==> src/rtl/fetch_ctrl_if.sv <==
// Instruction-fetch bus bundle: instruction-memory port, redirect input,
// decode-side valid/ready output and status counters.
interface fetch_ctrl_if;
    logic [9:0]  im_addr;
    logic [31:0] im_data;
    logic        redirect_valid;
    logic [31:0] redirect_pc;
    logic        out_valid;
    logic        out_ready;
    logic [31:0] out_instr;
    logic [31:0] out_pc;
    logic        fault;
    logic [31:0] fetch_cnt;

    // Fetch controller side
    modport master (
        output im_addr,
        input  im_data,
        input  redirect_valid,
        input  redirect_pc,
        output out_valid,
        input  out_ready,
        output out_instr,
        output out_pc,
        output fault,
        output fetch_cnt
    );

    // Memory / decode / branch-unit side
    modport slave (
        input  im_addr,
        output im_data,
        output redirect_valid,
        output redirect_pc,
        input  out_valid,
        output out_ready,
        input  out_instr,
        input  out_pc,
        input  fault,
        input  fetch_cnt
    );
endinterface

==> src/rtl/fetch_ctrl.sv <==
// Single-entry instruction fetch stage: sequential PC, decode backpressure,
// redirect flush and sticky fault on misaligned or out-of-range fetch.
module fetch_ctrl #(
    parameter logic [31:0] IM_BASE  = 32'h0000_3000,
    parameter int unsigned IM_WORDS = 1024
) (
    input  logic         clk,
    input  logic         rst_n,
    fetch_ctrl_if.master bus
);
    typedef enum logic [1:0] {BOOT, RUN, FAULT} state_t;

    // 33-bit span so a window ending exactly at 2^32 is still representable
    localparam logic [32:0] IM_SPAN = 33'(IM_WORDS) << 2;

    state_t      state, state_n;
    logic [31:0] pc, pc_n;
    logic [31:0] pc_off;
    logic        pc_legal;
    logic        out_valid, out_valid_n;
    logic [31:0] out_instr, out_instr_n;
    logic [31:0] out_pc, out_pc_n;
    logic        fault, fault_n;
    logic [31:0] fetch_cnt, fetch_cnt_n;
    logic        accept;
    logic        slot_free;

    assign pc_off   = pc - IM_BASE;
    assign pc_legal = (pc[1:0] == 2'b00) && (pc >= IM_BASE) && ({1'b0, pc_off} < IM_SPAN);

    assign accept    = out_valid && bus.out_ready;
    assign slot_free = !out_valid || bus.out_ready;

    assign bus.im_addr   = pc_off[11:2];
    assign bus.out_valid = out_valid;
    assign bus.out_instr = out_instr;
    assign bus.out_pc    = out_pc;
    assign bus.fault     = fault;
    assign bus.fetch_cnt = fetch_cnt;

    always_ff @(posedge clk or negedge rst_n) begin
        if (!rst_n) begin
            state     <= BOOT;
            pc        <= IM_BASE;
            out_valid <= 1'b0;
            out_instr <= '0;
            out_pc    <= '0;
            fault     <= 1'b0;
            fetch_cnt <= '0;
        end else begin
            state     <= state_n;
            pc        <= pc_n;
            out_valid <= out_valid_n;
            out_instr <= out_instr_n;
            out_pc    <= out_pc_n;
            fault     <= fault_n;
            fetch_cnt <= fetch_cnt_n;
        end
    end

    always_comb begin
        state_n     = state;
        pc_n        = pc;
        out_valid_n = out_valid;
        out_instr_n = out_instr;
        out_pc_n    = out_pc;
        fault_n     = fault;
        // Acceptance is counted even in a redirect cycle
        fetch_cnt_n = fetch_cnt + 32'(accept);

        if ((state != BOOT) && bus.redirect_valid) begin
            state_n     = RUN;
            pc_n        = bus.redirect_pc;
            out_valid_n = 1'b0;
            fault_n     = 1'b0;
        end else begin
            case (state)
                BOOT: begin
                    state_n = RUN;
                end
                RUN: begin
                    if (slot_free) begin
                        if (pc_legal) begin
                            out_instr_n = bus.im_data;
                            out_pc_n    = pc;
                            out_valid_n = 1'b1;
                            pc_n        = pc + 32'd4;
                        end else begin
                            // Any pending output is being accepted this cycle
                            state_n     = FAULT;
                            fault_n     = 1'b1;
                            out_valid_n = 1'b0;
                        end
                    end
                end
                FAULT: begin
                    out_valid_n = 1'b0;
                    fault_n     = 1'b1;
                end
                default: begin
                    state_n = BOOT;
                end
            endcase
        end
    end
endmodule
==> src/flat_wrapper.sv <==
// flat-port wrapper written by rule: the top's interface ports become plain ports
module fetch_ctrl_flat 
#(
    parameter logic [31:0] IM_BASE  = 32'h0000_3000,
    parameter int unsigned IM_WORDS = 1024
)
  (clk, rst_n, bus_im_addr, bus_im_data, bus_redirect_valid, bus_redirect_pc, bus_out_valid, bus_out_ready, bus_out_instr, bus_out_pc, bus_fault, bus_fetch_cnt);
  fetch_ctrl_if bus_i ();
  input  logic clk;
  input  logic rst_n;
  output wire logic [$bits(bus_i.im_addr)-1:0] bus_im_addr;
  input wire logic [$bits(bus_i.im_data)-1:0] bus_im_data;
  input wire logic [$bits(bus_i.redirect_valid)-1:0] bus_redirect_valid;
  input wire logic [$bits(bus_i.redirect_pc)-1:0] bus_redirect_pc;
  output wire logic [$bits(bus_i.out_valid)-1:0] bus_out_valid;
  input wire logic [$bits(bus_i.out_ready)-1:0] bus_out_ready;
  output wire logic [$bits(bus_i.out_instr)-1:0] bus_out_instr;
  output wire logic [$bits(bus_i.out_pc)-1:0] bus_out_pc;
  output wire logic [$bits(bus_i.fault)-1:0] bus_fault;
  output wire logic [$bits(bus_i.fetch_cnt)-1:0] bus_fetch_cnt;
  assign bus_im_addr = bus_i.im_addr;
  assign bus_i.im_data = bus_im_data;
  assign bus_i.redirect_valid = bus_redirect_valid;
  assign bus_i.redirect_pc = bus_redirect_pc;
  assign bus_out_valid = bus_i.out_valid;
  assign bus_i.out_ready = bus_out_ready;
  assign bus_out_instr = bus_i.out_instr;
  assign bus_out_pc = bus_i.out_pc;
  assign bus_fault = bus_i.fault;
  assign bus_fetch_cnt = bus_i.fetch_cnt;
  fetch_ctrl #(.IM_BASE(IM_BASE), .IM_WORDS(IM_WORDS)) u_core (.clk(clk), .rst_n(rst_n), .bus(bus_i));
endmodule
==> config.mk <==
export PLATFORM = sky130hd
export DESIGN_NAME = fetch_ctrl_flat
export DESIGN_NICKNAME = d
export VERILOG_FILES = /design/src/rtl/fetch_ctrl_if.sv /design/src/rtl/fetch_ctrl.sv /design/src/flat_wrapper.sv
export SDC_FILE = /design/constraint.sdc
export NUM_CORES = 1
export LEC_CHECK = 0
export CAP_MARGIN = 20
export CORE_ASPECT_RATIO = 0.9
export CORE_UTILIZATION = 65
export DETAILED_ROUTE_END_ITERATION = 10
export DONT_BUFFER_PORTS = 1
export PLACE_DENSITY = 0.9
export SYNTH_ARGS = -nofsm -noshare
export SYNTH_HDL_FRONTEND = slang
export SYNTH_SLANG_ARGS = --single-unit
==> constraint.sdc <==
create_clock -name clk -period 6.6 [get_ports clk]
set_input_delay 1.32 -clock clk [delete_from_list [all_inputs] [get_ports clk]]
set_output_delay 1.32 -clock clk [all_outputs]
set_load 0.03 [all_outputs]
==> run summary, run 1 <==
RSZ-0062 raised after global routing = false
Adder-Cell Fraction of Synth Area = 1.58%
min-delay worst type = flop to flop
Final WS setup = 3.92 ns
synth unique cells = 36
Detailed Place HPWL = 7710 µm
Pre-antenna DRT Iters = 4
Final Max Tran Viols = 0
GRT Total Usage = 25.6%
Post-Synth Simple-Gate Area = 17.2%
Area Overhead vs Synth = 10.2%
Clock Sink Count = 132
Fin. Hold Viols = 0
Final GP Congestion = 0.805
hold-fix buffers at CTS = 0
core area = 8150 µm²
Async SR Flop Fraction = 100%
Inserted Diodes = 0
Die Y-Extent = 89.5 µm
sequential area share after synthesis = 59.8%
clk root buf = clkbuf_8
number of synthesis warnings = 0
power density cells = 376 nW/µm²
Compound-Gate Fraction of Synth Area = 2.60%
wire length per cell = 19.2 µm
Initial Util = 67.9%
Critical Path AT = 3.06 ns
# setup viols final = 0
slew margin rel. = 42.6%
crit path launch type = input pin
setup bufs post-CTS = 0
worst vdd ir = 0.285 mV
Seq pwr share = 47.8%
most frequent cells in the layout = dfrtp_1, nand2_1, mux2_2, xnor2_1, nor2b_1
Setup Slack @ Placement = 3.42 ns
Sw Share = 30.3%
final antenna-violating net count = 0
antenna violations before repair = 0
cells resized by post-CTS repair = 0
CTS H-tree lvls = 4
status = finished clean
critical path endpoint category = flop
Via density = 5.92
post-layout minimum cycle time = 2.68 ns
Buffers on Ports = 0
Synth Register Bits = 132
Combinational Power Share = 12.5%
WS Path Type = input pin to flop
first-pass GRT wire length = 17000 µm
commonest non-fill, non-tap cell in the layout = dfrtp_1
CP dominant cell by count = ha_1
Max-cap violations = 0
die area = 8880 µm²
maximum fanout along the worst path = 4
grt ovf = 0
IO Pins = 176
Switch Pwr = 0.000693 W
XOR/XNOR share of the synthesized area = 5.86%
area post-placement = 5510 µm²
Die W = 99.2 µm
Vias = 3430
clock skew = 0.00924 ns
ys flop type = dfrtp_1
Syn Area/Cell = 11.7 µm²
Worst Tran Pin Value = 0.859 ns
worst-path cell chain = and2_1 -> ha_1 -> ha_1 -> nand3_1 -> nor4_1 -> nand4_1 -> xnor2_1
largest family of logic cells by synthesized area = simple AND/OR/NAND/NOR gates
Tcrit/Tclk final = 40.7%
DRT iter0 DRCs = 217
Post-synth EDFFs = 0
Max Fclk = 0.373 GHz
clock share of power = 39.7%
Reg clk slew, reported paths = 0.06 ns
fraction of layout cells with a size suffix above 1 = 16.7%
Internal Power = 0.00160 W
DRC Markers = 0
largest net degree at the start of global routing = 133
worst stage delay on the critical path = 0.58 ns
# rows = 31
fin nets = 543
Post-Synthesis Net Count = 547
Num CTS Buffers = 17
CTS tree = built
mux contribution to synthesized area = 9.48%
Worst EP required = 6.98 ns
Lkg Pwr = 3.01 nW
clock latency on the worst-skew pair = 0.51 ns
maximum buffer depth of the clock tree = 2
Total Neg Setup Slack = 0 ns
Synth Instances = 472
Routed WL = 11100 µm
synthesized area = 5530 µm²
cell area after layout = 6090 µm²
Crit-path slowest cell = nor4_1
vias in the first global route = 3399
==> layer usage <==
layer	up-vias	GRT usage, %	part of all wire (%)	routed length (µm)
met4	0	10.8	2.0	223
li1	1583	-	-	-
met1	1682	30.5	40	4430
met5	-	0	0	0
met2	145	42.1	50	5540
met3	20	10.2	8.1	903
==> power groups by stage <==
| stage | combinational, W | sequential, W | clock, W |
|---|---|---|---|
| CTS | 0.000289 | 0.00109 | 0.000926 |
| global placement | 0.000263 | 0.00110 | 0 |
| finish | 0.000287 | 0.00109 | 0.000909 |
| global route | 0.000325 | 0.00111 | 0.000960 |
| floorplan | 0.000335 | 0.00100 | 0 |
| detailed placement | 0.000286 | 0.00111 | 0 |
==> metrics by stage <==
step / cells / util [%] / hold slack, ns / power (W)
4_1_cts: 579 / 74.8 / 0.477 / 0.00231
5_1_grt: 579 / 74.8 / 0.470 / 0.00240
6_report: 579 / 74.8 / 0.482 / 0.00229
3_5_place_dp: 548 / 67.7 / 0.465 / 0.00139
3_3_place_gp: 548 / 67.7 / 0.458 / 0.00136
2_1_floorplan: 472 / - / 0.446 / 0.00134
==> cell usage after synthesis (2+ instances only) <==
| master | number | area [µm²] |
|---|---|---|
| clkbuf_1 | 8 | 30.0 |
| xnor2_1 | 27 | 236 |
| nand3_1 | 20 | 100 |
| o211ai_1 | 3 | 22.5 |
| a21oi_1 | 7 | 35.0 |
| and3_1 | 5 | 31.3 |
| o21ai_0 | 10 | 50.1 |
| or4_1 | 2 | 15.0 |
| xor2_1 | 10 | 87.6 |
| nor3_1 | 5 | 25.0 |
| nor2_1 | 13 | 48.8 |
| mux2_1 | 3 | 33.8 |
| ha_1 | 7 | 87.6 |
| nor4b_1 | 2 | 17.5 |
| dfstp_2 | 2 | 52.6 |
| buf_6 | 4 | 45.0 |
| nor2b_1 | 22 | 138 |
| nand4_1 | 11 | 68.8 |
| buf_4 | 10 | 75.1 |
| inv_1 | 8 | 30.0 |
| dfrtp_1 | 130 | 3250 |
| nand2_1 | 89 | 334 |
| mux2_2 | 40 | 450 |
| mux2i_1 | 4 | 40.0 |
| nand2b_1 | 2 | 12.5 |
| nor4_1 | 9 | 56.3 |
| buf_1 | 2 | 7.51 |
| or2_2 | 2 | 12.5 |
| and2_1 | 4 | 25.0 |
| and4_1 | 5 | 43.8 |
==> registers in the layout, summed over array words and instances, names as in the netlist <==
register,cells
u_core.state,2
u_core.pc,32
u_core.bus.out_valid,1
u_core.bus.out_instr,32
u_core.bus.fault,1
u_core.bus.fetch_cnt,32
u_core.bus.out_pc,32
==> layout make-up <==
| class | instances | area, µm² |
|---|---|---|
| Timing Repair Buffer | 2 | 15.0 |
| Inverter | 8 | 30.0 |
| Clock buffer | 20 | 455 |
| Tap cell | 99 | 124 |
| Fill cell | 539 | 2050 |
| Clock inverter | 11 | 126 |
| Multi-Input combinational cell | 307 | 2040 |
| Sequential cell | 132 | 3310 |
==> path summary, 6_finish.rpt <==
check / start / to / slack [ns] / cells after the start
worst max-delay path: bus_out_ready / u_core.bus.fetch_cnt[26] / 3.92 / 7
worst min-delay path: u_core.pc[31] / u_core.pc[31] / 0.48 / 2
worst max register to register: u_core.pc[13] / u_core.bus.out_instr[29] / 4.03 / 5
worst min register to register: u_core.pc[31] / u_core.pc[31] / 0.48 / 2
max in group asynchronous: rst_n / u_core.pc[12] / 5.87 / 0
min in group asynchronous: rst_n / u_core.bus.fetch_cnt[14] / 0.50 / 0
==> kinds of logic after synthesis <==
family                     after synthesis
and+or+nand+nor                        192
DFF                                    132
muxes                                   47
xor gates and xnor gates                37
buffers and inverters                   33
AOI/OAI and AO/OA                       24
adders and majority gates                7
==> worst max-delay path, delay by kind of cell <==
| family | cells | cell delay (ns) |
|---|---|---|
| AND/OR/NAND/NOR | 4 | 1.09 |
| adder cells (fa/ha/maj) | 2 | 0.48 |
| XOR/XNOR | 1 | 0.18 |
Note: power is estimated with default switching activity, not from simulation.
==> inputs of run 2 (changes only) <==
--- a/config.mk
+++ b/config.mk
@@ -7,10 +7,10 @@
 export LEC_CHECK = 0
 export CAP_MARGIN = 20
 export CORE_ASPECT_RATIO = 0.9
-export CORE_UTILIZATION = 65
+export CORE_UTILIZATION = 63
 export DETAILED_ROUTE_END_ITERATION = 10
 export DONT_BUFFER_PORTS = 1
-export PLACE_DENSITY = 0.9
+export PLACE_DENSITY = 0.88
 export SYNTH_ARGS = -nofsm -noshare
 export SYNTH_HDL_FRONTEND = slang
 export SYNTH_SLANG_ARGS = --single-unit
==> constraint.sdc (replaced) <==
create_clock -name clk -period 2.7 [get_ports clk]
set_input_delay 0.54 -clock clk [delete_from_list [all_inputs] [get_ports clk]]
set_output_delay 0.54 -clock clk [all_outputs]
set_load 0.03 [all_outputs]
==> run summary, run 2 (synthesized netlist as in run 1, its figures left out) <==
setup bufs post-CTS = 0 (unchanged)
critical path endpoint category = flop
grt ovf = 0 (unchanged)
crit path launch type = flop
Die Y-Extent = 90.9 µm (+1.5%)
Buffers on Ports = 0 (unchanged)
DRC Markers = 0 (unchanged)
Combinational Power Share = 12.4% (about the same)
worst vdd ir = 0.651 mV (+130%)
most frequent cells in the layout = dfrtp_1, nand2_1, mux2_2, xnor2_1, nor2b_1
GRT Total Usage = 25.5% (-0.074 points)
# rows = 32 (+3.2%)
min-delay worst type = input pin to asynchronous set/reset pin
clk root buf = clkbuf_8
post-layout minimum cycle time = 2.35 ns
Pre-antenna DRT Iters = 5 (+1)
die area = 9150 µm² (+3.1%)
IO Pins = 176 (unchanged)
RSZ-0062 raised after global routing = false
# setup viols final = 0 (unchanged)
final total power = 0.00559 W (+140%)
Util after Layout = 72.2% (-2.6 points)
antenna violations before repair = 0 (unchanged)
maximum fanout along the worst path = 64 (+60)
Worst EP required = 3.08 ns (-3.90 ns)
failing checks = negative hold slack
filler instances = 590 (+9.5%)
Via density = 5.80 (-2.1%)
Tcrit/Tclk final = 87.1%
Reg-to-Reg End = u_core.bus.out_instr[11]
power density cells = 908 nW/µm² (+140%)
CTS H-tree lvls = 4 (unchanged)
area post-placement = 5570 µm² (+1.1%)
cells on worst reg2reg path = 5 (unchanged)
clock latency on the worst-skew pair = 0.50 ns (about the same)
Final GP Congestion = 0.802 (-0.27%)
fraction of layout cells with a size suffix above 1 = 17.3% (+0.65 points)
largest net degree at the start of global routing = 133 (unchanged)
Max-cap violations = 0 (unchanged)
Switch Pwr = 0.00172 W (+150%)
clock skew = 0.0140 ns (+0.00472 ns)
Detailed Place HPWL = 7380 µm (-4.2%)
Area Overhead vs Synth = 11.3%
Worst Tran Pin Value = 0.617 ns (-0.242 ns)
core area = 8530 µm² (+4.7%)
Fin. Hold Viols = 132 (+132)
Register Area = 3310 µm² (unchanged)
Reg clk slew, reported paths = 0.06 ns (about the same)
slew margin rel. = 58.5% (+16 points)
Total Neg Setup Slack = 0 ns (unchanged)
status = finished, violations left
WS Path Type = flop to flop
Max Fclk = 0.425 GHz
cell area after layout = 6150 µm² (+1.0%)
maximum buffer depth of the clock tree = 2 (unchanged)
Die W = 101 µm (+1.5%)
Internal Power = 0.00387 W (+140%)
CTS tree = built
fin nets = 547 (+0.74%)
Num CTS Buffers = 17 (unchanged)
Final Max Tran Viols = 0 (unchanged)
Initial Util = 64.8% (-3.0 points)
Critical Path AT = 2.73 ns (-0.33 ns)
Routed WL = 11000 µm (-0.74%)
area occupied by multi-input gates = 2030 µm² (-0.25%)
cells resized by post-CTS repair = 0 (unchanged)
final antenna-violating net count = 0 (unchanged)
DRT iter0 DRCs = 91 (-58%)
Seq pwr share = 47.9% (about the same)
Hold WS = -0.271 ns (-0.753 ns)
reg2reg setup slack = 0.35 ns (-3.68 ns)
vias in the first global route = 3597 (+5.8%)
Clock Sink Count = 132 (unchanged)
Vias = 3503 (+2.1%)
Inserted Diodes = 0 (unchanged)
commonest non-fill, non-tap cell in the layout = dfrtp_1
clock share of power = 39.7% (about the same)
first-pass GRT wire length = 17900 µm (+5.0%)
wire length per cell = 18.2 µm (-4.8%)
Lkg Pwr = 3.01 nW (+0.23%)
Sw Share = 30.8% (+0.48 points)
reg2reg start = u_core.pc[12]
==> run 2: cell types whose count changed in the layout (fill, tap and decap cells not counted), moves of 2 or more <==
cell and delta:
clkinvlp_4 +2, clkinv_2 -2, clkbuf_8 -2, buf_4 +3, inv_6 +2
==> run 2: cell type report <==
type / count / share of cell area, %
multi-input cells: 307 / 33.0
flip-flops and latches: 132 / 53.7
repair buffers: 6 / 0.935
clock inverters: 13 / 2.42
well taps: 119 / 2.42
clock buffers: 19 / 7.01
inverters: 8 / 0.488
==> run 2: how the worst max path moves through the flow <==
stage	startpoint	end	slack [ns]	cells after the start
after global routing	u_core.pc[19]	u_core.bus.out_pc[8]	0.24	5
after global placement	u_core.pc[12]	u_core.bus.out_instr[12]	0.48	5
final	u_core.pc[12]	u_core.bus.out_instr[11]	0.35	5
after CTS	u_core.pc[12]	u_core.bus.out_instr[11]	0.39	5
after floorplan	u_core.pc[12]	u_core.bus.out_instr[10]	0.56	5
after detailed placement	u_core.pc[12]	u_core.bus.out_instr[1]	0.44	5
==> run 2: power groups by stage <==
stage	Sequential, W	Combinational (W)	Clock [W]
after floorplan	0.00245	0.000818	0
after global placement	0.00268	0.000650	0
after detailed placement	0.00271	0.000683	0
after CTS	0.00267	0.000698	0.00226
after global routing	0.00272	0.000817	0.00234
final	0.00268	0.000694	0.00222
==> run 2: stage by stage <==
| step | std cells | worst slack (ns) |
|---|---|---|
| after floorplan | 472 | 0.559 |
| after global placement | 572 | 0.483 |
| after detailed placement | 572 | 0.444 |
| after CTS | 604 | 0.388 |
| after global routing | 604 | 0.243 |
| final | 604 | 0.348 |
==> run 2: metal layers <==
| metal | GRT usage, % | part of all wire [%] | up-vias |
|---|---|---|---|
| met5 | 0 | 0 | - |
| met1 | 32.2 | 40 | 1755 |
| met3 | 8.36 | 7.8 | 19 |
| met4 | 8.70 | 1.6 | 0 |
| met2 | 41.5 | 50 | 135 |
| li1 | - | - | 1594 |
==> run 2: critical path: stages (launching register included) <==
cell	delay, ns
dfstp_2	0.55
nor4b_1	0.36
nand2_1	0.21
nor4_4	0.34
buf_12	0.32
mux2_2	0.39
